File: config.mk
export PLATFORM = sky130hd
export DESIGN_NAME = pipe_ctrl_flat
export DESIGN_NICKNAME = d
export VERILOG_FILES = /design/src/rtl/pipe_ctrl_pkg.sv /design/src/rtl/pipe_ctrl_if.sv /design/src/rtl/pipe_busy_cnt.sv /design/src/rtl/pipe_ctrl.sv /design/src/flat_wrapper.sv
export SDC_FILE = /design/constraint.sdc
export NUM_CORES = 1
export LEC_CHECK = 0
export BUFFER_PORTS_ARGS = -buffer_cell sky130_fd_sc_hd__buf_2
export CAP_MARGIN = 20
export CORE_UTILIZATION = 50
export CTS_BUF_LIST = sky130_fd_sc_hd__clkbuf_4
export CTS_CLUSTER_SIZE = 20
export DETAILED_ROUTE_END_ITERATION = 16
export PLACE_DENSITY = 0.77
export SETUP_SLACK_MARGIN = 0.02
export SYNTH_ARGS = -nofsm -noshare
export SYNTH_HDL_FRONTEND = slang
export SYNTH_HIERARCHICAL = 1
export SYNTH_SLANG_ARGS = --single-unit
File: constraint.sdc
create_clock -name clk -period 6.3 [get_ports clk]
set_clock_uncertainty 0.1 [all_clocks]
set_input_delay 1.26 -clock clk [delete_from_list [all_inputs] [get_ports clk]]
set_output_delay 1.26 -clock clk [all_outputs]
set_load 0.005 [all_outputs]
File: src/rtl/pipe_ctrl_pkg.sv
// Shared types and encodings for the pipeline stall/flush sequencer.
//   ctrl_state_e : sequencer state (IDLE / EX_BUSY)
//   STALL_*      : stall vector encodings, bit0 PC .. bit5 WB, 1 = hold
package pipe_ctrl_pkg;

  localparam int STALL_W = 6;

  localparam logic [STALL_W-1:0] STALL_NONE    = 6'b000000;
  localparam logic [STALL_W-1:0] STALL_FROM_ID = 6'b000111;
  localparam logic [STALL_W-1:0] STALL_FROM_EX = 6'b001111;

  typedef enum logic {
    CTRL_IDLE    = 1'b0,
    CTRL_EX_BUSY = 1'b1
  } ctrl_state_e;

endpackage

File: src/rtl/pipe_ctrl_if.sv
// Request/response bundle between the pipeline stages and pipe_ctrl.
//   master : pipeline side, raises stallreq_id_i / ex_start_i+ex_cycles_i /
//            flush_req_i and receives the stall vector and status strobes.
//   slave  : pipe_ctrl side.
interface pipe_ctrl_if
  import pipe_ctrl_pkg::*;
#(
  parameter int CNT_W = 6
);
  logic               stallreq_id_i;
  logic               ex_start_i;
  logic [CNT_W-1:0]   ex_cycles_i;
  logic               flush_req_i;
  logic [STALL_W-1:0] stall_o;
  logic               flush_o;
  logic               ex_done_o;
  logic               ex_abort_o;
  logic               busy_o;

  modport master (
    output stallreq_id_i, ex_start_i, ex_cycles_i, flush_req_i,
    input  stall_o, flush_o, ex_done_o, ex_abort_o, busy_o
  );

  modport slave (
    input  stallreq_id_i, ex_start_i, ex_cycles_i, flush_req_i,
    output stall_o, flush_o, ex_done_o, ex_abort_o, busy_o
  );
endinterface

File: src/rtl/pipe_busy_cnt.sv
// Loadable CNT_W-bit down-counter tracking the remaining EX multi-cycle
// stall cycles. Stops at zero (no wrap-around).
//   clk, rst   : clock, asynchronous active-low reset
//   load_i     : load load_val_i
//   load_val_i : value to load
//   dec_i      : decrement (ignored at zero)
//   clr_i      : force to zero, highest priority
//   zero_o     : counter is zero
module pipe_busy_cnt #(
  parameter int CNT_W = 6
) (
  input  logic             clk,
  input  logic             rst,
  input  logic             load_i,
  input  logic [CNT_W-1:0] load_val_i,
  input  logic             dec_i,
  input  logic             clr_i,
  output logic             zero_o
);

  logic [CNT_W-1:0] cnt_q, cnt_d;

  always_comb begin
    cnt_d = cnt_q;
    if (clr_i) begin
      cnt_d = '0;
    end else if (load_i) begin
      cnt_d = load_val_i;
    end else if (dec_i && (cnt_q != '0)) begin
      cnt_d = cnt_q - CNT_W'(1);
    end
  end

  always_ff @(posedge clk or negedge rst) begin
    if (!rst) begin
      cnt_q <= '0;
    end else begin
      cnt_q <= cnt_d;
    end
  end

  assign zero_o = (cnt_q == '0);

endmodule

File: src/rtl/pipe_ctrl.sv
// Central stall/flush sequencer for the PC/IF/ID/EX/MEM/WB pipeline.
// Merges the decode load-use stall, EX multi-cycle ops and exception
// flushes into one stall vector plus a flush strobe.
// Priority: flush > EX multi-cycle > decode load-use.
//   clk  : clock, rising edge
//   rst  : asynchronous, active-low reset
//   bus  : pipe_ctrl_if.slave (requests in, stall/flush/status out)
// Optional (macro PIPE_CTRL_STATS_EN):
//   stats_clr_i : clear the stall-cycle counter (beats increment)
//   stall_cyc_o : saturating count of cycles with a nonzero stall vector
module pipe_ctrl
  import pipe_ctrl_pkg::*;
#(
  parameter int CNT_W = 6
) (
  input  logic              clk,
  input  logic              rst,
  pipe_ctrl_if.slave        bus
`ifdef PIPE_CTRL_STATS_EN
  ,
  input  logic              stats_clr_i,
  output logic [31:0]       stall_cyc_o
`endif
);

  ctrl_state_e        state_q, state_d;
  logic [STALL_W-1:0] stall;
  logic               flush, ex_done, ex_abort, busy;
  logic               cnt_load, cnt_dec, cnt_clr, cnt_zero;
  logic [CNT_W-1:0]   n_cycles;

  assign n_cycles = bus.ex_cycles_i;

  // The start cycle and the final (cnt==0) cycle are both stall cycles,
  // so an N-cycle op loads N-3 to get N-1 stall cycles in total.
  pipe_busy_cnt #(.CNT_W(CNT_W)) u_busy_cnt (
    .clk        (clk),
    .rst        (rst),
    .load_i     (cnt_load),
    .load_val_i (n_cycles - CNT_W'(3)),
    .dec_i      (cnt_dec),
    .clr_i      (cnt_clr),
    .zero_o     (cnt_zero)
  );

  always_comb begin
    state_d  = state_q;
    stall    = STALL_NONE;
    flush    = 1'b0;
    ex_done  = 1'b0;
    ex_abort = 1'b0;
    busy     = 1'b0;
    cnt_load = 1'b0;
    cnt_dec  = 1'b0;
    cnt_clr  = 1'b0;
    case (state_q)
      CTRL_IDLE: begin
        if (bus.flush_req_i) begin
          flush = 1'b1;
        end else if (bus.ex_start_i) begin
          if (n_cycles <= CNT_W'(1)) begin
            ex_done = 1'b1;
          end else if (n_cycles == CNT_W'(2)) begin
            stall   = STALL_FROM_EX;
            ex_done = 1'b1;
          end else begin
            stall    = STALL_FROM_EX;
            cnt_load = 1'b1;
            state_d  = CTRL_EX_BUSY;
          end
        end else if (bus.stallreq_id_i) begin
          stall = STALL_FROM_ID;
        end
      end
      CTRL_EX_BUSY: begin
        busy = 1'b1;
        // Decode stall and new EX starts cannot occur while EX is held.
        if (bus.flush_req_i) begin
          flush    = 1'b1;
          ex_abort = 1'b1;
          cnt_clr  = 1'b1;
          state_d  = CTRL_IDLE;
        end else begin
          stall = STALL_FROM_EX;
          if (cnt_zero) begin
            ex_done = 1'b1;
            state_d = CTRL_IDLE;
          end else begin
            cnt_dec = 1'b1;
          end
        end
      end
      default: begin
        state_d = CTRL_IDLE;
      end
    endcase
  end

  always_ff @(posedge clk or negedge rst) begin
    if (!rst) begin
      state_q <= CTRL_IDLE;
    end else begin
      state_q <= state_d;
    end
  end

  // Async reset also forces the combinational outputs low immediately.
  assign bus.stall_o    = rst ? stall    : STALL_NONE;
  assign bus.flush_o    = rst & flush;
  assign bus.ex_done_o  = rst & ex_done;
  assign bus.ex_abort_o = rst & ex_abort;
  assign bus.busy_o     = rst & busy;

`ifdef PIPE_CTRL_STATS_EN
  logic [31:0] stall_cyc_q, stall_cyc_d;

  always_comb begin
    stall_cyc_d = stall_cyc_q;
    if (stats_clr_i) begin
      stall_cyc_d = '0;
    end else if ((stall != STALL_NONE) && (stall_cyc_q != 32'hFFFF_FFFF)) begin
      stall_cyc_d = stall_cyc_q + 32'd1;
    end
  end

  always_ff @(posedge clk or negedge rst) begin
    if (!rst) begin
      stall_cyc_q <= '0;
    end else begin
      stall_cyc_q <= stall_cyc_d;
    end
  end

  assign stall_cyc_o = stall_cyc_q;
`endif

endmodule

File: src/flat_wrapper.sv
// flat-port wrapper written by rule: the top's interface ports become plain ports
module pipe_ctrl_flat import pipe_ctrl_pkg::*;
#(
  parameter int CNT_W = 6
)
  (clk, rst, bus_stallreq_id_i, bus_ex_start_i, bus_ex_cycles_i, bus_flush_req_i, bus_stall_o, bus_flush_o, bus_ex_done_o, bus_ex_abort_o, bus_busy_o);
  pipe_ctrl_if #(.CNT_W(CNT_W)) bus_i ();
  input  logic clk;
  input  logic rst;
  input wire logic [$bits(bus_i.stallreq_id_i)-1:0] bus_stallreq_id_i;
  input wire logic [$bits(bus_i.ex_start_i)-1:0] bus_ex_start_i;
  input wire logic [$bits(bus_i.ex_cycles_i)-1:0] bus_ex_cycles_i;
  input wire logic [$bits(bus_i.flush_req_i)-1:0] bus_flush_req_i;
  output wire logic [$bits(bus_i.stall_o)-1:0] bus_stall_o;
  output wire logic [$bits(bus_i.flush_o)-1:0] bus_flush_o;
  output wire logic [$bits(bus_i.ex_done_o)-1:0] bus_ex_done_o;
  output wire logic [$bits(bus_i.ex_abort_o)-1:0] bus_ex_abort_o;
  output wire logic [$bits(bus_i.busy_o)-1:0] bus_busy_o;
  assign bus_i.stallreq_id_i = bus_stallreq_id_i;
  assign bus_i.ex_start_i = bus_ex_start_i;
  assign bus_i.ex_cycles_i = bus_ex_cycles_i;
  assign bus_i.flush_req_i = bus_flush_req_i;
  assign bus_stall_o = bus_i.stall_o;
  assign bus_flush_o = bus_i.flush_o;
  assign bus_ex_done_o = bus_i.ex_done_o;
  assign bus_ex_abort_o = bus_i.ex_abort_o;
  assign bus_busy_o = bus_i.busy_o;
  pipe_ctrl #(.CNT_W(CNT_W)) u_core (.clk(clk), .rst(rst), .bus(bus_i));
endmodule
==> results of run 1 <==
-- worst paths after layout --
kind,start,end,slack (ns)
max,bus_ex_cycles_i[0],bus_ex_done_o,2.54
min,u_core/u_busy_cnt/cnt_q[5]$_DFFE_PN0P_,u_core/u_busy_cnt/cnt_q[5]$_DFFE_PN0P_,0.50
max reg2reg,u_core/u_busy_cnt/cnt_q[0]$_DFFE_PN0P_,u_core/u_busy_cnt/cnt_q[4]$_DFFE_PN0P_,3.78
min reg2reg,u_core/u_busy_cnt/cnt_q[5]$_DFFE_PN0P_,u_core/u_busy_cnt/cnt_q[5]$_DFFE_PN0P_,0.50
max in group asynchronous,rst,u_core/u_busy_cnt/cnt_q[0]$_DFFE_PN0P_,5.17
min in group asynchronous,rst,u_core/u_busy_cnt/cnt_q[4]$_DFFE_PN0P_,0.75
-- cells in the mapped netlist (2+ instances only) --
library cell  n
nand2b_1      4
and2_1        3
a32oi_1       2
nor3b_1       2
dfrtp_1       7
nand3_1       2
nor2b_1       2
ha_1          6
a21oi_1       4
o21ai_0       2
nor2_1        8
inv_1         8
buf_4         4
nor3_1        6
xor2_1        3
nand2_1       5
-- per-stage QoR --
stage	instances	util	power, uW	setup WS, ns	hold slack (ns)
final	128	0.6443	251.4	2.537	0.5040
after CTS	127	0.6389	249.8	2.538	0.5055
after detailed placement	123	0.6172	202.7	2.489	0.4916
after floorplan	96	-	172.3	2.721	0.4068
after global routing	128	0.6443	274.8	2.477	0.5326
after global placement	123	0.6172	199.7	2.545	0.4649
-- worst max-delay path, stage by stage --
cell and delay, ns:
buf_2 0.12, inv_1 0.08, ha_1 0.21, nor3_1 0.36, nor2_4 0.06, a2bb2o_4 0.20, buf_2 0.12
-- metal layers --
layer  routed length [um]  vias to the layer above
met1                  767                      354
met3                   83                        0
met2                  879                       19
met4                    0                        0
met5                    0                        -
li1                     -                      374
-- cell families after synthesis --
kind of cell	share of synthesized area
other	0.004811
flip-flops	0.2247
AND/OR/NAND/NOR	0.3291
buffers and inverters	0.08827
AO/OA/AOI/OAI	0.2119
XOR/XNOR	0.04495
adder cells (fa/ha/maj)	0.09631
-- report_power, final --
part | switching [uW] | internal, uW
combinational | 70.4 | 51.7
clock | 16.9 | 28.5
sequential | 20.9 | 63.1
-- layout make-up --
cell class / instances / area, um2
flip-flops and latches: 7 / 175.2
well taps: 15 / 18.77
repair buffers: 19 / 97.59
fillers: 120 / 491.7
inverters: 8 / 30.03
multi-input cells: 75 / 539.3
clock buffers: 4 / 30.03
-- sequential cells by signal, indices dropped and copies added (netlist names) --
signal,flops
u_core/u_busy_cnt/cnt_q,6
u_core/state_q,1
==> flow_summary.ini, run 1 <==
[status]
status = complete, no violations

[global_route]
antenna_found_initial = 0
grt_util_met2 = 0.3438
met1_usage = 0.2588
grt_use_total = 0.2080
grt.busiest_layer = met2
grt_max_degree = 12
grt_pass1_vias = 678
grt_util_met3 = 0.07826
grt_first_pass_wirelength_mm = 2.815
grt.overflow.total = 0

[die]
die_w_um = 41.49
start_util = 0.5638
dieArea_mm2 = 0.001721
dieHeight_um = 41.49
io-pin-count = 21
core_mm2 = 0.001383
rows = 13

[placement]
io_buffer_count = 18
dp_hpwl_mm = 1.343
placed_area_um2 = 853.3
gp_congestion = 0.8838

[logic_synthesis]
synth_cells = 95
synthFlopType = dfrtp_1
yosysSeqAreaShare = 0.2247
async_reset_ff_frac = 1.000
synth_top_area_share = 0.2247
yosys-top-cells-area = dfrtp_1 (22%), ha_1 (9.6%), nor3_1 (3.9%)
ys_warn_count = 6
netlist_area_um2 = 779.5
synth_largest_area_cell = dfrtp_1
yosys_register_bits = 7
synth_edf_count = 0
avgSynthCellArea_um2 = 8.205
ys_types = 43

[cells_and_area]
final_common_cell = buf_2
area_growth_pct = 14.29
drive_gt1_frac = 0.2655
fin_nets = 131
layout_common_cells = buf_2 (18), inv_1 (8), nor2_1 (8), dfrtp_1 (7)
diodes = 0
stdcell_area_um2 = 890.9

[worst_setup_path]
crit_fanout = 4
required_ns = 4.94
crit_path_start_kind = input port
critPathArrivalTime_ns = 2.40
cp-end-kind = output port
path_class = input port to output port
worstRegToRegCells = 8

[detailed_routing]
vias_per_cell = 5.836
first_pass_iters = 4
wl_per_cell_um = 13.52
drt_iter0_drc = 20
ant_nets = 0
drc = 0
wl_mm = 1.730
dr_total_vias = 747

[clocking]
ctsHoldBuffers = 0
h-tree-depth = 1
post_cts_buffers = 0
clock_latency_ns = 0.26
clockRootBuffer = clkbuf_4
clockBufferDepth = 2
cts_tree = done
clk_pin_slew_worst_paths_ns = 0.05
cts_resized = 0
clock-sinks = 7
cts_buffers = 3

[sta]
rsz0062_at_grt = false
finalMaxSlewViolations = 0
setup_viol = 0
tightest_slew_ns = 0.6169
min_period_over_period = 0.5972
tns_ns = 0
hold_violations = 0
fmax_mhz = 265.8
slew_headroom = 0.5856
period_needed_ns = 3.763

[hold_path]
min_path_type = register to register
hold-path-cell-count = 2

[power_and_ir_drop]
power_density_mw_per_mm2 = 282.2
ir_drop_mv = 0.2403
p_leak_uw = 0.0004139

[flow_run]
drv_cap = 0
Power figures use the tool's default switching activity.
==> run 2, diff against run 1 <==
Settings changed: ABC_AREA set to 1, CORE_UTILIZATION 50 to 48.
Clock period 6.3 ns to 3.3 ns, I/O delays scaled along.
==> run 2 against run 1 <==
  * Via count grew 2.1%
  * First-iteration DRC count shrank 55%
  * Setup slack lost 1.6 ns
  * Non-clock buffer count shrank 1
  * Register-to-register slack lost 2.2 ns
  * Final cell count grew 17%
  * Global-route usage shrank 0.37 points
  * Die area grew 5.7%
  * Synthesized cell count grew 21%
  * Sequential power grew 86%
  * Largest cell class unchanged
  * Total power grew 110%
  * Hold slack lost 0.34 ns
==> flow_summary.ini, run 2 <==
[sta]
rsz0062_at_grt = false
fmax_mhz = 423.0
min_period_over_period = 0.7163
setup_viol = 0
finalMaxSlewViolations = 0
final.setup.worst_slack_ns = 0.9362
period_needed_ns = 2.364
tns_ns = 0
hold_violations = 0

[detailed_routing]
wl_per_cell_um = 10.79
drc = 0
drt_iter0_drc = 9
ant_nets = 0
dr_wl_met2_um = 803
dr_wl_met3_um = 82
wl_met1_um = 733
first_pass_iters = 4
wl_mm = 1.619
dr_total_vias = 763
top_layer_used = met3
vias_per_cell = 5.087

[clocking]
clk_pin_slew_worst_paths_ns = 0.05
cts_buffers = 3
clockRootBuffer = clkbuf_4
clock-sinks = 7
cts_tree = done
clock_latency_ns = 0.25
cts_resized = 0
h-tree-depth = 1
clockBufferDepth = 2
post_cts_buffers = 0
ctsHoldBuffers = 0

[placement]
gp_congestion = 0.8687
dp_hpwl_mm = 1.310
placed_area_um2 = 877.1
dp_slack_ns = 0.9081
io_buffer_count = 18

[global_route]
antenna_found_initial = 0
grt.overflow.total = 0
grt_pass1_vias = 726
grt_use_total = 0.2042
grt_max_degree = 11
grt_first_pass_wirelength_mm = 2.877

[die]
start_util = 0.5205
dieArea_mm2 = 0.001819
io-pin-count = 21
core_mm2 = 0.001524
rows = 14
die_w_um = 42.65
dieHeight_um = 42.65

[cells_and_area]
largest-register = u_core/u_busy_cnt/cnt_q
drive_gt1_frac = 0.2836
layout_common_cells = nand2_1 (22), buf_2 (18), inv_1 (17), a21oi_1 (9)
stdcell_area_um2 = 907.1
fin_nets = 152
final_common_cell = nand2_1
area_growth_pct = 14.35
top_regs = u_core/u_busy_cnt/cnt_q: 6 flops, u_core/state_q: 1 flops
diodes = 0
largest_reg_flops = 6

[worst_setup_path]
required_ns = 2.54
cp-end-kind = output port
critPathArrivalTime_ns = 1.60
critPathMaxStageDelay_ns = 0.19
r2r-end = u_core/u_busy_cnt/cnt_q[5]$_DFFE_PN0P_
slowest_stage = ha_1
crit_fanout = 4
crit_path_start_kind = input port
worstReg2RegStart = u_core/state_q$_DFF_PN0_
cp_cell_sequence = buf_2, inv_1, ha_1, inv_1, nand2_1, nand3_2, nand2_2, a21oi_1, buf_2
worstRegToRegCells = 7
path_class = input port to output port
reg2reg_slack_ns = 1.56

[logic_synthesis]
yosys_register_bits = 7
yosysSeqAreaShare = 0.2208
yosys-top-cells-count = nand2_1 (22), inv_1 (17), a21oi_1 (9)
synthFlopType = dfrtp_1
synth_compound_area_frac = 0.1278
avgSynthCellArea_um2 = 6.898
synth_top_area_share = 0.2208
synthAdderAreaFrac = 0.09464
muxShareOfSynthArea = 0.01262
synth_top_family_by_area = simple AND/OR/NAND/NOR gates
ys_warn_count = 6
synthMostInstantiatedCell = nand2_1
async_reset_ff_frac = 1.000
synth_edf_count = 0
netlist_area_um2 = 793.3
synth-simple-area-share = 0.3628
ys_types = 27
synth_cells = 115
yosys-top-cells-area = dfrtp_1 (22%), nand2_1 (10%), ha_1 (9.5%)
synth_largest_area_cell = dfrtp_1
synth_xor_area_frac = 0.04416

[hold_path]
min_path_type = input port to asynchronous set/reset pin

[power_and_ir_drop]
power_uw = 524.1
seq_power_share = 0.298
p_clk_frac = 0.167
ir_drop_mv = 0.4035
comb_power_share = 0.535
swShare = 0.4589
p_switching_uw = 240.5
p_int_uw = 283.6
p_leak_uw = 0.0005223
power_density_mw_per_mm2 = 577.7

[status]
status = complete, no violations

[flow_run]
drv_cap = 0
run 2: cell count changes in the layout (fill, tap and decap cells not counted), sizes merged, moves of 3 or more:
cell	previous run	this run
o21ai	3	9
inv	8	20
a21oi	4	9
nand2	5	25
nand3	2	10
nand2b	4	0
nor3	7	2
nor2	9	12
or2	0	3
and2	3	0
run 2: worst max-delay path by stage:
stage	start	endpoint	slack, ns	depth (start not counted)
3_3_place_gp	bus_ex_cycles_i[0]	u_core/u_busy_cnt/cnt_q[5]$_DFFE_PN0P_	0.93	12
6_report	bus_ex_cycles_i[0]	bus_stall_o[1]	0.94	9
3_5_place_dp	bus_ex_cycles_i[0]	u_core/u_busy_cnt/cnt_q[4]$_DFFE_PN0P_	0.91	12
5_1_grt	bus_ex_cycles_i[0]	bus_stall_o[0]	0.83	9
2_1_floorplan	bus_ex_cycles_i[0]	bus_stall_o[1]	1.06	8
4_1_cts	bus_ex_cycles_i[0]	bus_stall_o[1]	0.93	9
run 2: metrics by stage:
step                instances  utilization  hold slack [ns]
global placement          146       0.5755           0.4092
CTS                       150       0.5952           0.1592
finish                    150       0.5952           0.1598
global route              150       0.5952           0.1728
floorplan                 116            -           0.2644
detailed placement        146       0.5755           0.4166
run 2: area by class of cell:
class	count	area [um2]
tap	16	20.02
clock buffer	4	30.03
multi-input combinational	85	516.7
fill	156	616.8
timing repair buffer	18	90.09
sequential	7	175.2
inverter	20	75.07
run 2: power groups by stage:
stage	sequential, uW	combinational [uW]	clock, uW
after detailed placement	154	276	0
final	156	280	87.6
after global routing	159	319	94.7
after floorplan	146	222	0
after CTS	154	280	89.0
after global placement	154	276	0
run 2: cell families after synthesis:
family | after synthesis
and+or+nand+nor | 53
buffers and inverters | 24
AOI/OAI and AO/OA | 19
DFF | 7
adders and majority gates | 6
xor gates and xnor gates | 4
other | 1
muxes | 1
run 2: routing by layer:
layer  vias to the layer above  global-route usage
li1                        396                   -
met1                       343              0.2500
met2                        24              0.3667
met3                         0             0.05532
met4                         0             0.01875
met5                         -                   0
run 2: worst max-delay path, delay by kind of cell:
kind | cells | cell delay [ns]
compound gates | 1 | 0.17
simple gates | 3 | 0.19
fa+ha+maj | 1 | 0.19
buf+inv | 4 | 0.38
